File: config.mk
export PLATFORM = sky130hd
export DESIGN_NAME = write_b_merge
export DESIGN_NICKNAME = d
export VERILOG_FILES = /design/src/rtl/write_b_merge_pkg.sv /design/src/rtl/write_b_merge_entry.sv /design/src/rtl/write_b_merge.sv
export SDC_FILE = /design/constraint.sdc
export NUM_CORES = 1
export LEC_CHECK = 0
export ABC_AREA = 1
export BUFFER_PORTS_ARGS = -buffer_cell sky130_fd_sc_hd__buf_2
export CAP_MARGIN = 25
export CORE_MARGIN = 2
export CORE_UTILIZATION = 35
export CTS_BUF_LIST = sky130_fd_sc_hd__clkbuf_4
export CTS_CLUSTER_DIAMETER = 50
export DETAILED_ROUTE_END_ITERATION = 12
export GPL_TIMING_DRIVEN = 0
export PLACE_DENSITY = 0.51
export SLEW_MARGIN = 20
export SYNTH_ARGS = -nofsm -noshare
export SYNTH_HDL_FRONTEND = slang
export SYNTH_SLANG_ARGS = --single-unit
File: constraint.sdc
create_clock -name clk -period 3.7 [get_ports clk]
set_clock_uncertainty 0.1 [all_clocks]
set_input_delay 0.555 -clock clk [delete_from_list [all_inputs] [get_ports clk]]
set_output_delay 0.555 -clock clk [all_outputs]
set_load 0.01 [all_outputs]
File: src/rtl/write_b_merge_pkg.sv
// Shared definitions for the write-response merger: AXI B response codes,
// default widths and the per-leg response accumulation helpers.
package write_b_merge_pkg;

    localparam int unsigned ID_W_DEF  = 4;
    localparam int unsigned LEG_W_DEF = 2;

    localparam logic [1:0] OKAY   = 2'd0;
    localparam logic [1:0] EXOKAY = 2'd1;
    localparam logic [1:0] SLVERR = 2'd2;
    localparam logic [1:0] DECERR = 2'd3;

    // Running merge state of one transaction.
    typedef struct packed {
        logic [1:0] acc;  // worst error code seen so far (OKAY if none)
        logic       exo;  // every leg so far answered EXOKAY
    } merge_t;

    // Fold one more leg response into the running merge state.
    function automatic merge_t merge_resp(input logic [1:0] acc, input logic exo,
                                          input logic [1:0] code);
        merge_t m;
        // Only error codes participate in the max; DECERR dominates SLVERR.
        if (code == DECERR || (code == SLVERR && acc != DECERR)) begin
            m.acc = code;
        end else begin
            m.acc = acc;
        end
        m.exo = exo && (code == EXOKAY);
        return m;
    endfunction

    // Turn the merge state into the single code returned to the master.
    function automatic logic [1:0] resolve_resp(input merge_t m);
        if (m.acc >= SLVERR) begin
            return m.acc;
        end else if (m.exo) begin
            return EXOKAY;
        end else begin
            return OKAY;
        end
    endfunction

endpackage

File: src/rtl/write_b_merge_entry.sv
// One slot of the outstanding-write table: ID, expected and received leg
// counts, running merge state and a saturating age.
// With WRITE_B_MERGE_TIMEOUT_EN defined, also an inactivity counter that
// flags the slot once it reaches all-ones.
module write_b_merge_entry
    import write_b_merge_pkg::*;
#(
    parameter int unsigned ID_W  = ID_W_DEF,
    parameter int unsigned LEG_W = LEG_W_DEF
`ifdef WRITE_B_MERGE_TIMEOUT_EN
    ,
    parameter int unsigned TMO_W = 8
`endif
) (
    input  logic             clk,
    input  logic             rst_n,
    input  logic             load,
    input  logic [ID_W-1:0]  load_id,
    input  logic [LEG_W-1:0] load_legs,
    input  logic             age_inc,
    input  logic             leg_acc,
    input  logic [1:0]       leg_resp,
`ifdef WRITE_B_MERGE_TIMEOUT_EN
    input  logic             tmo_done,
    output logic             tmo_expired,
`endif
    output logic             valid,
    output logic [ID_W-1:0]  id,
    output logic [1:0]       age,
    output logic             last_leg,
    output logic [1:0]       final_resp
);

    localparam logic [LEG_W-1:0] LegOne = {{(LEG_W-1){1'b0}}, 1'b1};

    logic             v_q;
    logic [ID_W-1:0]  id_q;
    logic [LEG_W-1:0] legs_q;
    logic [LEG_W-1:0] got_q;
    logic [1:0]       acc_q;
    logic             exo_q;
    logic [1:0]       age_q;
    logic [LEG_W:0]   got_inc;
    merge_t           merged;

    assign got_inc    = {1'b0, got_q} + {{LEG_W{1'b0}}, 1'b1};
    assign last_leg   = (got_inc == {1'b0, legs_q});
    assign merged     = merge_resp(acc_q, exo_q, leg_resp);
    assign final_resp = resolve_resp(merged);
    assign valid      = v_q;
    assign id         = id_q;
    assign age        = age_q;

    // Slot state: load on alloc, fold in legs, free on the final leg.
    always_ff @(posedge clk or negedge rst_n) begin
        if (!rst_n) begin
            v_q    <= 1'b0;
            id_q   <= '0;
            legs_q <= '0;
            got_q  <= '0;
            acc_q  <= OKAY;
            exo_q  <= 1'b1;
            age_q  <= 2'd0;
        end else if (load) begin
            v_q    <= 1'b1;
            id_q   <= load_id;
            // A zero leg count is illegal; treat it as a single leg.
            legs_q <= (load_legs == '0) ? LegOne : load_legs;
            got_q  <= '0;
            acc_q  <= OKAY;
            exo_q  <= 1'b1;
            age_q  <= 2'd0;
        end else if (v_q) begin
            if (age_inc && age_q != 2'd3) begin
                age_q <= age_q + 2'd1;
            end
            if (leg_acc) begin
                if (last_leg) begin
                    v_q <= 1'b0;
                end else begin
                    got_q <= got_inc[LEG_W-1:0];
                    acc_q <= merged.acc;
                    exo_q <= merged.exo;
                end
            end
`ifdef WRITE_B_MERGE_TIMEOUT_EN
            if (tmo_done) begin
                v_q <= 1'b0;
            end
`endif
        end
    end

`ifdef WRITE_B_MERGE_TIMEOUT_EN
    logic [TMO_W-1:0] tmo_q;

    assign tmo_expired = v_q && (&tmo_q);

    // Inactivity counter: restarts on alloc or any leg, holds once expired.
    always_ff @(posedge clk or negedge rst_n) begin
        if (!rst_n) begin
            tmo_q <= '0;
        end else if (load || leg_acc) begin
            tmo_q <= '0;
        end else if (v_q && !(&tmo_q)) begin
            tmo_q <= tmo_q + TMO_W'(1);
        end
    end
`endif

endmodule

File: src/rtl/write_b_merge.sv
// Per-master write-response merger. Collects the 1..3 B beats of a split
// write and returns a single merged B beat to the master.
// Optional WRITE_B_MERGE_TIMEOUT_EN: stalled entries complete with SLVERR.
module write_b_merge
    import write_b_merge_pkg::*;
#(
    parameter int unsigned ID_W  = ID_W_DEF,
    parameter int unsigned DEPTH = 3,
    parameter int unsigned LEG_W = LEG_W_DEF
`ifdef WRITE_B_MERGE_TIMEOUT_EN
    ,
    parameter int unsigned TMO_W = 8
`endif
) (
    input  logic             clk,
    input  logic             rst_n,
    input  logic             alloc_valid,
    input  logic [ID_W-1:0]  alloc_id,
    input  logic [LEG_W-1:0] alloc_legs,
    output logic             alloc_ready,
    input  logic [ID_W-1:0]  in_bid,
    input  logic [1:0]       in_bresp,
    input  logic             in_valid,
    output logic             in_ready,
    output logic [ID_W-1:0]  out_bid,
    output logic [1:0]       out_bresp,
    output logic             out_valid,
    input  logic             out_ready,
    output logic             err_unexpected,
    output logic             busy
);

    localparam int unsigned IDX_W = (DEPTH > 1) ? $clog2(DEPTH) : 1;
    typedef logic [IDX_W-1:0] idx_t;

    logic [DEPTH-1:0] ent_v;
    logic [DEPTH-1:0] ent_last;
    logic [DEPTH-1:0] ent_load;
    logic [DEPTH-1:0] ent_age_inc;
    logic [DEPTH-1:0] ent_leg_acc;
    logic [ID_W-1:0]  ent_id   [DEPTH];
    logic [1:0]       ent_age  [DEPTH];
    logic [1:0]       ent_resp [DEPTH];

    logic             alloc_fire;
    idx_t             free_idx;
    logic             hit;
    idx_t             hit_idx;
    logic [1:0]       hit_age;
    logic             out_free;
    logic             in_acc;
    logic             fin_load;

    logic             out_valid_q;
    logic [ID_W-1:0]  out_bid_q;
    logic [1:0]       out_bresp_q;
    logic             err_q;

`ifdef WRITE_B_MERGE_TIMEOUT_EN
    logic [DEPTH-1:0] ent_tmo;
    logic [DEPTH-1:0] ent_tmo_done;
    logic             tmo_found;
    idx_t             tmo_idx;
    logic             tmo_fire;
`endif

    for (genvar g = 0; g < DEPTH; g++) begin : g_ent
        write_b_merge_entry #(
            .ID_W  (ID_W),
            .LEG_W (LEG_W)
`ifdef WRITE_B_MERGE_TIMEOUT_EN
            ,
            .TMO_W (TMO_W)
`endif
        ) u_entry (
            .clk        (clk),
            .rst_n      (rst_n),
            .load       (ent_load[g]),
            .load_id    (alloc_id),
            .load_legs  (alloc_legs),
            .age_inc    (ent_age_inc[g]),
            .leg_acc    (ent_leg_acc[g]),
            .leg_resp   (in_bresp),
`ifdef WRITE_B_MERGE_TIMEOUT_EN
            .tmo_done   (ent_tmo_done[g]),
            .tmo_expired(ent_tmo[g]),
`endif
            .valid      (ent_v[g]),
            .id         (ent_id[g]),
            .age        (ent_age[g]),
            .last_leg   (ent_last[g]),
            .final_resp (ent_resp[g])
        );
    end

    // Registered-state-only status: an entry freed this cycle is not visible yet.
    assign alloc_ready = !(&ent_v);
    assign busy        = |ent_v;
    assign alloc_fire  = alloc_valid && alloc_ready;

    // Lowest-index free slot.
    always_comb begin
        free_idx = '0;
        for (int i = DEPTH - 1; i >= 0; i--) begin
            if (!ent_v[i]) begin
                free_idx = idx_t'(i);
            end
        end
    end

    // Oldest valid entry matching the incoming ID (ties go to the lowest index).
    always_comb begin
        hit     = 1'b0;
        hit_idx = '0;
        hit_age = 2'd0;
        for (int i = 0; i < DEPTH; i++) begin
            if (ent_v[i] && ent_id[i] == in_bid && (!hit || ent_age[i] > hit_age)) begin
                hit     = 1'b1;
                hit_idx = idx_t'(i);
                hit_age = ent_age[i];
            end
        end
    end

    // Only a final leg needs room in the output register; misses are sunk.
    assign out_free = !out_valid_q || out_ready;
    assign in_ready = !hit || !ent_last[hit_idx] || out_free;
    assign in_acc   = in_valid && in_ready;
    assign fin_load = in_acc && hit && ent_last[hit_idx];

    // Per-slot strobes.
    always_comb begin
        ent_load    = '0;
        ent_age_inc = '0;
        ent_leg_acc = '0;
        for (int i = 0; i < DEPTH; i++) begin
            ent_load[i]    = alloc_fire && (free_idx == idx_t'(i));
            ent_age_inc[i] = alloc_fire && ent_v[i];
            ent_leg_acc[i] = in_acc && hit && (hit_idx == idx_t'(i));
        end
    end

`ifdef WRITE_B_MERGE_TIMEOUT_EN
    // Lowest-index expired slot not receiving a leg this cycle.
    always_comb begin
        tmo_found = 1'b0;
        tmo_idx   = '0;
        for (int i = DEPTH - 1; i >= 0; i--) begin
            if (ent_tmo[i] && !ent_leg_acc[i]) begin
                tmo_found = 1'b1;
                tmo_idx   = idx_t'(i);
            end
        end
    end

    // A real final leg wins the output register; the timeout retries next cycle.
    assign tmo_fire = tmo_found && out_free && !fin_load;

    // Free the timed-out slot as its forced beat is loaded.
    always_comb begin
        ent_tmo_done = '0;
        for (int i = 0; i < DEPTH; i++) begin
            ent_tmo_done[i] = tmo_fire && (tmo_idx == idx_t'(i));
        end
    end
`endif

    // Output register and the miss pulse.
    always_ff @(posedge clk or negedge rst_n) begin
        if (!rst_n) begin
            out_valid_q <= 1'b0;
            out_bid_q   <= '0;
            out_bresp_q <= OKAY;
            err_q       <= 1'b0;
        end else begin
            err_q <= in_valid && !hit;
            if (fin_load) begin
                out_valid_q <= 1'b1;
                out_bid_q   <= in_bid;
                out_bresp_q <= ent_resp[hit_idx];
            end
`ifdef WRITE_B_MERGE_TIMEOUT_EN
            else if (tmo_fire) begin
                out_valid_q <= 1'b1;
                out_bid_q   <= ent_id[tmo_idx];
                out_bresp_q <= SLVERR;
            end
`endif
            else if (out_ready) begin
                out_valid_q <= 1'b0;
            end
        end
    end

    assign out_valid      = out_valid_q;
    assign out_bid        = out_bid_q;
    assign out_bresp      = out_bresp_q;
    assign err_unexpected = err_q;

endmodule

==> reports/summary.txt, run 1 <==
status: finished, violations left
violated checks: negative setup slack
worst-margin pin slew: 0.6790 ns
GR Overflow Total: 0
Max Slew Vio Count: 0
largest family of logic cells by synthesized area: simple AND/OR/NAND/NOR gates
maximum buffer depth of the clock tree: 2
Net count, final: 453
ANT cells: 0
LEAKAGE: 0.001855 uW
largest net degree at the start of global routing: 51
area share of fa/ha/maj cells after synthesis: 4.352%
Worst-path clk slew: 0.16 ns
Initial DRC Count: 126
worst setup path class: flop to primary output
Critical Path Start Type: flop
Avg Vias per Cell: 4.690
Avg Inst Size Synth: 7.771 um^2
row count: 33
Max-slew headroom: 54.73%
WP data arrival: 3.22 ns
hold-fix buffer count after cts: 0
Initial Util: 35.53%
die area: 0.008956 mm^2
Synthesis Warnings: 0
Worst Path Required: 3.04 ns
Seq/Total Area, Yosys: 43.65%
pwr dens: 685.7 mW/mm^2
number of distinct library cells after synthesis: 32
total vias in the final route: 2495
vias in the first global route: 2468
htree depth: 2
Post-Route Utilization: 43.72%
XOR/XNOR share of the synthesized area: 2.437%
share of cells above drive strength 1: 26.70%
Synth Area in Compound Gates: 11.75%
die height: 94.64 um
Post-Synth Simple-Gate Area: 29.46%
clock latency on the worst-skew pair: 0.38 ns
Syn Nets: 397
GPL Wtd Cong: 0.7884
I/O Buffers: 27
Core ar.: 0.008093 mm^2
worst min-delay path class: primary input to asynchronous set/reset pin
CTS tree: done
Post-DRT Antenna Nets: 0
Inst Count DP: 502
gr usage total: 17.62%
max_cap viols: 0
fillers: 861
Final setup viols: 1
clock sink count: 50
final hold vios: 0
initial antenna violation count: 0
first-pass GRT wire length: 12.08 mm
unrepaired setup endpoints after global routing: true
# IOs: 28
synthesized area: 0.002875 mm^2
Layout area overhead: 23.06%
CP endpoint kind: primary output
detailed placement HPWL: 5.109 mm
Max IR drop VDD: 0.1726 mV
period utilization: 104.8%
DRC Markers: 0
Synth Instances: 370
Finished Layout Cells: 532
post-route minimum period: 3.876 ns
Yosys reg bits: 50
DRT Wirelength: 7.100 mm
Max Clk Rate: 258.0 MHz
Root Buffer: clkbuf_4
CTS buffer count: 5
Worst Setup Slack, final: -0.1758 ns
drt first pass iters: 4
Avg WL per Cell: 13.35 um
Max Fanout on Critical Path: 5
chip width: 94.64 um
mux share of post-synthesis cell area: 0%
report_power, final:
part | internal (uW) | switching [uW] | total (uW)
Sequential | 752 | 142 | 894
Combinational | 496 | 696 | 1190
Clock | 158 | 182 | 340
sequential cells by signal, indices dropped and copies added, names as in the netlist:
signal                count
err_unexpected            1
g_ent.u_entry.acc_q       6
g_ent.u_entry.age         6
g_ent.u_entry.exo_q       3
g_ent.u_entry.got_q       6
g_ent.u_entry.id         12
g_ent.u_entry.legs_q      6
g_ent.u_entry.valid       3
out_bid                   4
out_bresp                 2
out_valid                 1
stage by stage:
step | worst slack, ns | instance area [um^2] | hold WS [ns] | total power (uW) | TNS, ns
2_1_floorplan | 0.1443 | 2875 | 0.1594 | 1628 | 0
3_3_place_gp | -0.5259 | 3142 | 0.3665 | 1873 | -6.627
3_5_place_dp | -0.5048 | 3144 | 0.3723 | 1894 | -6.419
4_1_cts | -0.1938 | 3488 | 0.1149 | 2393 | -0.2047
5_1_grt | -0.4939 | 3538 | 0.1305 | 2664 | -3.872
6_report | -0.1758 | 3538 | 0.08743 | 2426 | -0.1758
final timing paths:
kind,endpoint,start,slack (ns),depth (start not counted)
hold reg to reg,g_ent[0].u_entry.exo_q,g_ent[0].u_entry.exo_q,0.39,2
setup / recovery,in_ready,g_ent[0].u_entry.valid,-0.18,22
hold / removal,g_ent[2].u_entry.legs_q[1],rst_n,0.09,1
min in group clk,out_valid,out_ready,0.25,2
max in group asynchronous,g_ent[0].u_entry.valid,rst_n,2.91,1
setup reg to reg,out_bid[1],g_ent[0].u_entry.valid,0.01,27
cells in the mapped netlist, drive strengths merged:
master  count  share of area (%)
a21oi      15                3.0
nor2       35                4.9
nand4       5                1.5
o31ai       1               0.26
nor4        1               0.44
a211oi      2               0.52
o21bai      1               0.39
o22ai       1               0.22
dfrtp      47                 41
o21ai      35                6.6
nor3        1               0.17
inv        57                7.4
clkbuf      4               0.52
dfstp       3                2.7
ha         10                4.4
buf         1               0.39
o221ai      1               0.30
nand3      27                6.3
or2         2               0.44
a31oi       2               0.44
nand2     111                 16
xnor2       8                2.4
logic make-up (layout without fill, tap and decap cells):
| logic type | count (synthesis) | count (layout) |
|---|---|---|
| simple gates | 182 | 182 |
| buf+inv | 62 | 119 |
| compound gates | 58 | 58 |
| flops | 50 | 50 |
| fa+ha+maj | 10 | 10 |
| xor+xnor | 8 | 8 |
repair_timing:
action                     4_1_cts  5_1_grt
pin swaps                       17       11
resized for setup               23       11
setup buffers                   25        3
setup endpoints to repair        7       26
placed cells by master, fill, tap and decap left out, types with 3 or more instances in the layout:
master,count
xnor2_1,8
inv_2,6
nand3_2,4
dfstp_2,3
clkbuf_1,4
ha_1,9
o21ai_0,29
nand2_4,5
nand3_1,20
nor2_1,27
o21ai_2,4
buf_4,22
nand3_4,3
a21oi_1,11
buf_6,3
nand2_2,9
nand2_1,97
clkbuf_4,7
nor2_2,6
buf_2,25
nand4_1,3
dfrtp_1,46
inv_1,50
worst max-delay path, stage by stage (launching register included):
cell and delay (ns):
dfrtp_2 0.46, nand2_1 0.08, nor2_2 0.12, nand3_2 0.11, nor2_4 0.11, inv_2 0.05
ha_4 0.27, a21oi_2 0.06, a21oi_2 0.15, nor2_1 0.07, nor2_2 0.14, nand2_1 0.08
o21ai_1 0.09, ha_1 0.26, inv_1 0.06, nor2_1 0.03, o21ai_1 0.12, nand2_1 0.09
nand2_2 0.11, nand3_2 0.09, nand3_4 0.11, nand2_4 0.07, buf_6 0.12
final cells by class:
type                       count  area (um^2)  area share (%)
inverter                      57        219.0           6.188
tap                          105        131.4           3.713
clock buffer                   7        52.55           1.485
multi-input combinational    258         1510           42.68
buffer                         5        26.28          0.7426
sequential                    50         1256           35.50
clock inverter                 1        30.03          0.8487
timing repair buffer          49        312.8           8.840
layer usage:
layer / part of all wire [%] / GRT usage [%] / routed length (um) / vias to the layer above
li1: - / - / - / 1290
met1: 50 / 24.49 / 3569 / 1161
met2: 45 / 28.19 / 3201 / 35
met3: 3.2 / 2.953 / 229 / 9
met4: 1.4 / 5.193 / 100 / 0
met5: 0 / 0 / 0 / -
Power figures use the tool's default switching activity.
==> inputs of run 2 (changes only) <==
Settings changed: CORE_ASPECT_RATIO from default to 0.9, SLEW_MARGIN 20 to default.
==> run 2 against run 1 <==
  * The run still ends with negative setup slack left
  * Register-to-register slack gained 0.26 ns
  * First-iteration DRC count shrank 16%
  * Critical path depth grew 2
  * Routed wire length grew 0.31%
  * Combinational power is essentially flat
  * Sequential power is essentially flat
  * Cell count shrank 1.3%
  * Clock-buffer cell count shrank 1
  * Global-route usage shrank 0.50 points
  * Design area shrank 0.57%
  * Die area is essentially flat
  * Largest power group unchanged
==> reports/summary.txt, run 2 (synthesized netlist as in run 1, its figures left out) <==
status: finished, violations left (unchanged)
violated checks: negative setup slack (unchanged)
# IOs: 28 (unchanged)
Initial DRC Count: 106 (was 126)
detailed placement HPWL: 5.255 mm (was 5.109 mm)
Design Area, Final: 0.003518 mm^2 (was 0.003538 mm^2)
Max Fanout on Critical Path: 3 (was 5)
DRT Wirelength: 7.122 mm (was 7.100 mm)
LEAKAGE: 0.001862 uW (was 0.001855 uW)
commonest non-fill, non-tap cell in the layout: nand2_1 (unchanged)
I/O Buffers: 27 (unchanged)
Max IR drop VDD: 0.2526 mV (was 0.1726 mV)
Post-DRT Antenna Nets: 0 (unchanged)
worst r2r dst: out_bresp[0] (was out_bid[1])
fillers: 843 (was 861)
Net count, final: 452 (was 453)
drt first pass iters: 4 (unchanged)
gr usage total: 17.12% (was 17.62%)
die area: 0.008957 mm^2 (was 0.008956 mm^2)
Avg WL per Cell: 13.57 um (was 13.35 um)
Hold Crit Depth: 2
htree depth: 2 (unchanged)
first-pass GRT wire length: 12.12 mm (was 12.08 mm)
most frequent cells in the layout: nand2_1 (97), inv_1 (50), dfrtp_1 (47) (was nand2_1 (97), inv_1 (50), dfrtp_1 (46))
CTS buffer count: 5 (unchanged)
clock sink count: 50 (unchanged)
Setup WS pre-CTS: -0.5357 ns (was -0.5048 ns)
Max Slew Vio Count: 0 (unchanged)
GPL Wtd Cong: 0.7843 (was 0.7884)
crit path from: g_ent[0].u_entry.id[0] (was g_ent[0].u_entry.valid)
total chip power: 2359 uW (was 2426 uW)
unrepaired setup endpoints after global routing: true (unchanged)
total vias in the final route: 2488 (was 2495)
pwr dens: 670.4 mW/mm^2 (was 685.7 mW/mm^2)
max reg flops: 12 (unchanged)
Worst Setup Slack, final: -0.1319 ns (was -0.1758 ns)
R2R cell count: 28 (was 27)
Post-Route Utilization: 43.82% (was 43.72%)
Initial Util: 35.81% (was 35.53%)
Max-slew headroom: 65.25% (was 54.73%)
CP endpoint kind: primary output (unchanged)
ANT cells: 0 (unchanged)
Critical Path End: in_ready (unchanged)
Avg Vias per Cell: 4.739 (was 4.690)
Worst-path clk slew: 0.15 ns (was 0.16 ns)
GR Overflow Total: 0 (unchanged)
Seq. cell area: 0.001255 mm^2 (was 0.001256 mm^2)
Layout area overhead: 22.37% (was 23.06%)
row count: 31 (was 33)
chip width: 99.54 um (was 94.64 um)
Critical Path Start Type: flop (unchanged)
Core ar.: 0.008029 mm^2 (was 0.008093 mm^2)
final hold vios: 0 (unchanged)
worst min-delay path class: primary input to flop (was primary input to asynchronous set/reset pin)
period utilization: 103.6% (was 104.8%)
largest net degree at the start of global routing: 37 (was 51)
worst setup path class: flop to primary output (unchanged)
CTS tree: done (unchanged)
Final setup viols: 1 (unchanged)
multi-input combinational cell area: 0.001498 mm^2 (was 0.001510 mm^2)
Post-Route Setup TNS: -0.1319 ns (was -0.1758 ns)
WP data arrival: 3.18 ns (was 3.22 ns)
Reg2Reg Launch Point: g_ent[0].u_entry.id[0] (was g_ent[0].u_entry.valid)
DRC Markers: 0 (unchanged)
Worst Path Required: 3.04 ns (about the same)
Max Clk Rate: 261.0 MHz (was 258.0 MHz)
share of cells above drive strength 1: 26.53% (was 26.70%)
initial antenna violation count: 0 (unchanged)
dpl cell area: 0.003154 mm^2 (was 0.003144 mm^2)
maximum buffer depth of the clock tree: 2 (unchanged)
post-route minimum period: 3.832 ns (was 3.876 ns)
Root Buffer: clkbuf_4 (unchanged)
vias in the first global route: 2446 (was 2468)
max_cap viols: 0 (unchanged)
worst-margin pin slew: 0.5198 ns (was 0.6790 ns)
R2R Setup Slk: 0.27 ns (was 0.01 ns)
die height: 89.99 um (was 94.64 um)
clock latency on the worst-skew pair: 0.39 ns (was 0.38 ns)
[run 2: worst min path at each step]
stage	from	endpoint	slack, ns
after detailed placement	out_bid[2]	out_bid[2]	0.37
final	out_ready	out_valid	0.24
after floorplan	rst_n	err_unexpected	0.16
after global placement	g_ent[0].u_entry.got_q[1]	g_ent[0].u_entry.got_q[1]	0.36
after global routing	out_ready	out_valid	0.23
after CTS	out_ready	out_valid	0.22
[run 2: through the flow]
step / std cells / hold slack, ns
after floorplan: 370 / 0.1594
after global placement: 496 / 0.3642
after detailed placement: 497 / 0.3721
after CTS: 522 / 0.2223
after global routing: 525 / 0.2349
final: 525 / 0.2400
[run 2: critical path, cell delays in order, from the launching register on]
cell and delay [ns]:
dfrtp_1 0.40, inv_1 0.05, nand2_1 0.05, nand2_1 0.05, nor2_2 0.12, nand3_2 0.13, nor2_4 0.12, inv_2 0.05
ha_4 0.26, a21oi_2 0.05, a21oi_2 0.15, nor2_2 0.06, nor2_2 0.14, nand2_1 0.09, o21ai_2 0.09, ha_4 0.23
inv_2 0.05, nor2_1 0.04, o21ai_2 0.11, nand2_2 0.08, nand2_2 0.09, nand3_2 0.09, nand3_4 0.12, nand2_4 0.07
buf_6 0.12
[run 2: area by class of cell]
type,instances,area share (%)
sequential,50,35.67
inverter,57,6.081
timing repair buffer,48,9.637
tap,99,3.521
buffer,5,0.8535
clock buffer,6,1.280
clock inverter,2,0.3912
multi-input combinational,258,42.57
[run 2: where the power goes]
group / switching (uW) / internal, uW / leakage [uW]
sequential: 143 / 751 / 0.000613
clock: 187 / 82.5 / 0.0000356
combinational: 701 / 495 / 0.00121
[run 2: metal layers]
| layer | track usage (%) | up-vias | routed length, um |
|---|---|---|---|
| met5 | 0 | - | 0 |
| met4 | 5.137 | 0 | 68 |
| met3 | 2.955 | 6 | 264 |
| met2 | 25.56 | 33 | 3085 |
| met1 | 25.33 | 1156 | 3704 |
| li1 | - | 1293 | - |
[run 2: repair_timing]
action,4_1_cts,5_1_grt
gates cloned,0,1
gates resized for setup,9,24
endpoints found under the setup margin,13,26
buffers inserted,16,4
hold endpoints to repair,14,0
hold buffers,1,0
pin swaps,14,12
==> inputs of run 3 (changes only) <==
Settings changed: ABC_AREA 1 to default, CORE_MARGIN 2 to default.
==> run 3 against run 2 <==
  * The flow still finishes with violations (negative setup slack)
  * Largest power group unchanged
  * Area after synthesis decreased by 2.9%
  * Global-route usage increased by 0.83 points
  * Setup slack got worse by 0.81 ns
  * Core utilization increased by 2.7 points
  * Non-clock buffer count increased by 5
  * Synthesized cell count decreased by 21%
==> reports/summary.txt, run 3 <==
status: finished, violations left (unchanged)
violated checks: negative setup slack (unchanged)
CP endpoint kind: primary output (unchanged)
worst min-delay path class: primary input to flop (unchanged)
Max-slew headroom: 40.33% (was 65.25%)
max_cap viols: 0 (unchanged)
ys async rst share: 100.0% (unchanged)
die height: 86.74 um (was 89.99 um)
Reg2Reg Launch Point: g_ent[0].u_entry.id[3] (was g_ent[0].u_entry.id[0])
Worst Setup Slack, final: -0.9448 ns (was -0.1319 ns)
Final setup viols: 25 (was 1)
Max Clk Rate: 215.3 MHz (was 261.0 MHz)
Worst Path Required: 3.04 ns (about the same)
htree depth: 2 (unchanged)
synthesized area: 0.002793 mm^2 (was 0.002875 mm^2)
crit-path max cell delay: 0.42 ns (was 0.40 ns)
Net count, final: 374 (was 452)
Syn Nets: 318 (was 397)
share of cells above drive strength 1: 30.46% (was 26.53%)
dpl cell area: 0.003209 mm^2 (was 0.003154 mm^2)
ANT cells: 0 (unchanged)
first-pass GRT wire length: 11.16 mm (was 12.12 mm)
Avg Inst Size Synth: 9.597 um^2 (was 7.771 um^2)
Post-Route Utilization: 46.55% (was 43.82%)
Root Buffer: clkbuf_4 (unchanged)
unrepaired setup endpoints after global routing: true (unchanged)
Worst-path clk slew: 0.15 ns (about the same)
Yosys reg bits: 50 (unchanged)
worst-margin pin slew: 0.8912 ns (was 0.5198 ns)
CP cell instances: xor2_1 -> nor3_2 -> and2_1 -> buf_6 -> nand2_4 -> ha_4 -> nor2b_4 -> o21ai_4 -> nand2_2 -> nand2_2 -> mux2_4 -> ha_4 -> nor2b_4 -> o21ai_4 -> nor3_4 -> a2111oi_4 -> a211oi_2 -> or3b_4 -> buf_6 (was inv_1 -> nand2_1 -> nand2_1 -> nor2_2 -> nand3_2 -> nor2_4 -> inv_2 -> ha_4 -> a21oi_2 -> a21oi_2 -> nor2_2 -> nor2_2 -> nand2_1 -> o21ai_2 -> ha_4 -> inv_2 -> nor2_1 -> o21ai_2 -> nand2_2 -> nand2_2 -> nand3_2 -> nand3_4 -> nand2_4 -> buf_6)
CTS tree: done (unchanged)
Seq/Total Area, Yosys: 44.94% (was 43.65%)
Critical Path Start Type: flop (unchanged)
Max Slew Vio Count: 0 (unchanged)
LEAKAGE: 0.001660 uW (was 0.001862 uW)
worst r2r dst: out_bid[0] (was out_bresp[0])
Synth top area share: 42.11% (was 40.91%)
drt first pass iters: 4 (unchanged)
master of the slowest instance on the critical path: dfrtp_1 (unchanged)
Post-DRT Antenna Nets: 0 (unchanged)
I/O Buffers: 27 (unchanged)
period utilization: 125.5% (was 103.6%)
max reg flops: 12 (unchanged)
initial antenna violation count: 0 (unchanged)
Initial DRC Count: 82 (was 106)
worst path bufs/invs: 2 (was 4)
most frequent cells in the layout: nand2_1 (64), dfrtp_1 (47), buf_2 (28) (was nand2_1 (97), inv_1 (50), dfrtp_1 (47))
met3 Usage GRT: 3.246% (was 2.955%)
most common cell in the netlist: nand2_1 (unchanged)
GR Overflow Total: 0 (unchanged)
vias in the first global route: 2138 (was 2446)
R2R Setup Slk: -0.54 ns (was 0.27 ns)
Avg Vias per Cell: 5.101 (was 4.739)
Post-Route Setup TNS: -7.931 ns (was -0.1319 ns)
WHS Endpoint: g_ent[2].u_entry.id[0] (was out_valid)
post-route minimum period: 4.645 ns (was 3.832 ns)
Initial Util: 36.65% (was 35.81%)
Max Fanout on Critical Path: 4 (was 3)
busiest grt layer: met1 (was met2)
Synth top cells by count: nand2_1 (68), dfrtp_1 (47), nor2_1 (19) (was nand2_1 (99), inv_1 (53), dfrtp_1 (47))
synth top area cells: dfrtp_1 (42%), nand2_1 (9.1%), ha_1 (4.5%) (was dfrtp_1 (41%), nand2_1 (13%), inv_1 (6.9%))
DRC Markers: 0 (unchanged)
die area: 0.008340 mm^2 (was 0.008957 mm^2)
Synth Instances: 291 (was 370)
clock sink count: 50 (unchanged)
Core ar.: 0.007620 mm^2 (was 0.008029 mm^2)
total vias in the final route: 2265 (was 2488)
met2 GRT Util: 25.85% (was 25.56%)
Avg WL per Cell: 15.58 um (was 13.57 um)
biggest area consumer among synthesized cells: dfrtp_1 (unchanged)
met1 usage: 26.98% (was 25.33%)
pwr dens: 738.8 mW/mm^2 (was 670.4 mW/mm^2)
final hold vios: 0 (unchanged)
Top FF cell, synth: dfrtp_1 (unchanged)
Hold Crit Depth: 3 (was 2)
detailed placement HPWL: 4.886 mm (was 5.255 mm)
number of flops mapped to enable cells by yosys: 0 (unchanged)
GPL Wtd Cong: 0.7707 (was 0.7843)
DRT Wirelength: 6.917 mm (was 7.122 mm)
largest net degree at the start of global routing: 34 (was 37)
Synthesis Warnings: 0 (unchanged)
maximum buffer depth of the clock tree: 2 (unchanged)
crit-path leading delay family: simple AND/OR/NAND/NOR gates (unchanged)
CTS buffer count: 5 (unchanged)
worst setup path class: flop to primary output (unchanged)
hold slack: 0.2855 ns (was 0.2400 ns)
chip width: 96.16 um (was 99.54 um)
gr usage total: 17.94% (was 17.12%)
Worst Min Path Start: alloc_id[0] (was out_ready)
Layout area overhead: 27.02% (was 22.37%)
row count: 30 (was 31)
commonest non-fill, non-tap cell in the layout: nand2_1 (unchanged)
Max IR drop VDD: 0.3040 mV (was 0.2526 mV)
number of distinct library cells after synthesis: 50 (was 32)
Design Area, Final: 0.003547 mm^2 (was 0.003518 mm^2)
WP data arrival: 3.99 ns (was 3.18 ns)
R2R cell count: 22 (was 28)
# IOs: 28 (unchanged)
clock latency on the worst-skew pair: 0.38 ns (was 0.39 ns)
[run 3: cell types whose count changed after synthesis, moves of 6 or more]
cell      delta
nor2b_1      +6
inv_1       -42
mux2_2       +6
nand2_2     -11
o21ai_0     -16
a21oi_1     -12
nor2_1      -12
mux2i_1      +6
nand3_1     -20
nand2_1     -31
xor2_1       +8
nand2b_1     +8
[run 3: worst reg2reg max path, cell delays in order, from the launching register on]
cell and delay (ns):
dfrtp_1 0.42, xor2_1 0.16, nor3_2 0.26, and2_1 0.18, buf_6 0.10, nand2_4 0.05, ha_4 0.26, nor2b_4 0.15
o21ai_4 0.06, nand2_2 0.06, nand2_2 0.06, mux2_4 0.34, ha_4 0.27, nor2b_4 0.15, o21ai_4 0.08, nor3_4 0.25
nor3b_2 0.09, a211oi_2 0.31, buf_4 0.16, buf_4 0.11, nor3_4 0.04, buf_6 0.18, mux2_4 0.30
[run 3: power breakdown]
| group | internal (uW) | switching [uW] | leakage [uW] |
|---|---|---|---|
| sequential | 767 | 151 | 0.000613 |
| combinational | 677 | 758 | 0.00101 |
| clock | 74.9 | 193 | 0.0000328 |
[run 3: worst max-delay path by stage]
| stage | startpoint | to | slack (ns) | cells past startpoint |
|---|---|---|---|---|
| after CTS | g_ent[0].u_entry.id[2] | in_ready | -1.00 | 19 |
| after detailed placement | in_bid[3] | in_ready | -1.42 | 20 |
| after global routing | g_ent[0].u_entry.id[3] | in_ready | -1.15 | 19 |
| after floorplan | in_bid[3] | in_ready | -0.67 | 18 |
| final | g_ent[0].u_entry.id[3] | in_ready | -0.94 | 19 |
| after global placement | in_bid[3] | in_ready | -1.41 | 20 |
[run 3: cell families after synthesis]
logic type | count (synthesis) | share of synthesized area (%)
AOI/OAI and AO/OA | 41 | 11.92
xor gates and xnor gates | 17 | 5.332
adders and majority gates | 10 | 4.480
buffers and inverters | 20 | 3.091
DFF | 50 | 44.94
muxes | 12 | 4.570
and+or+nand+nor | 141 | 25.67
[run 3: routing by layer]
| metal | routed length [um] | vias up |
|---|---|---|
| li1 | - | 1112 |
| met1 | 3670 | 1097 |
| met2 | 2854 | 44 |
| met3 | 253 | 12 |
| met4 | 140 | 0 |
| met5 | 0 | - |
[run 3: layout make-up]
type,count,area [um^2]
Multi-Input combinational cell,221,1677
Sequential cell,50,1255
Clock buffer,5,37.54
Buffer,9,51.30
Tap cell,96,120.1
Inverter,11,41.29
Clock inverter,3,21.27
Fill cell,747,4073
Timing Repair Buffer,49,344.1
[run 3: timing repair]
action / 4_1_cts / 5_1_grt
endpoints found under the hold margin: 0 / 2
gates cloned: 0 / 0
hold buffers: 0 / 1
endpoints found under the setup margin: 26 / 25
gates resized for setup: 16 / 11
setup buffers: 16 / 5
pin swaps: 18 / 11
[run 3: per-stage QoR]
step | setup WS (ns) | std cells | total power, uW
after floorplan | -0.6700 | 291 | 1807
final | -0.9448 | 444 | 2620
after CTS | -1.004 | 438 | 2559
after global placement | -1.410 | 414 | 2076
after detailed placement | -1.417 | 415 | 2106
after global routing | -1.147 | 444 | 2817
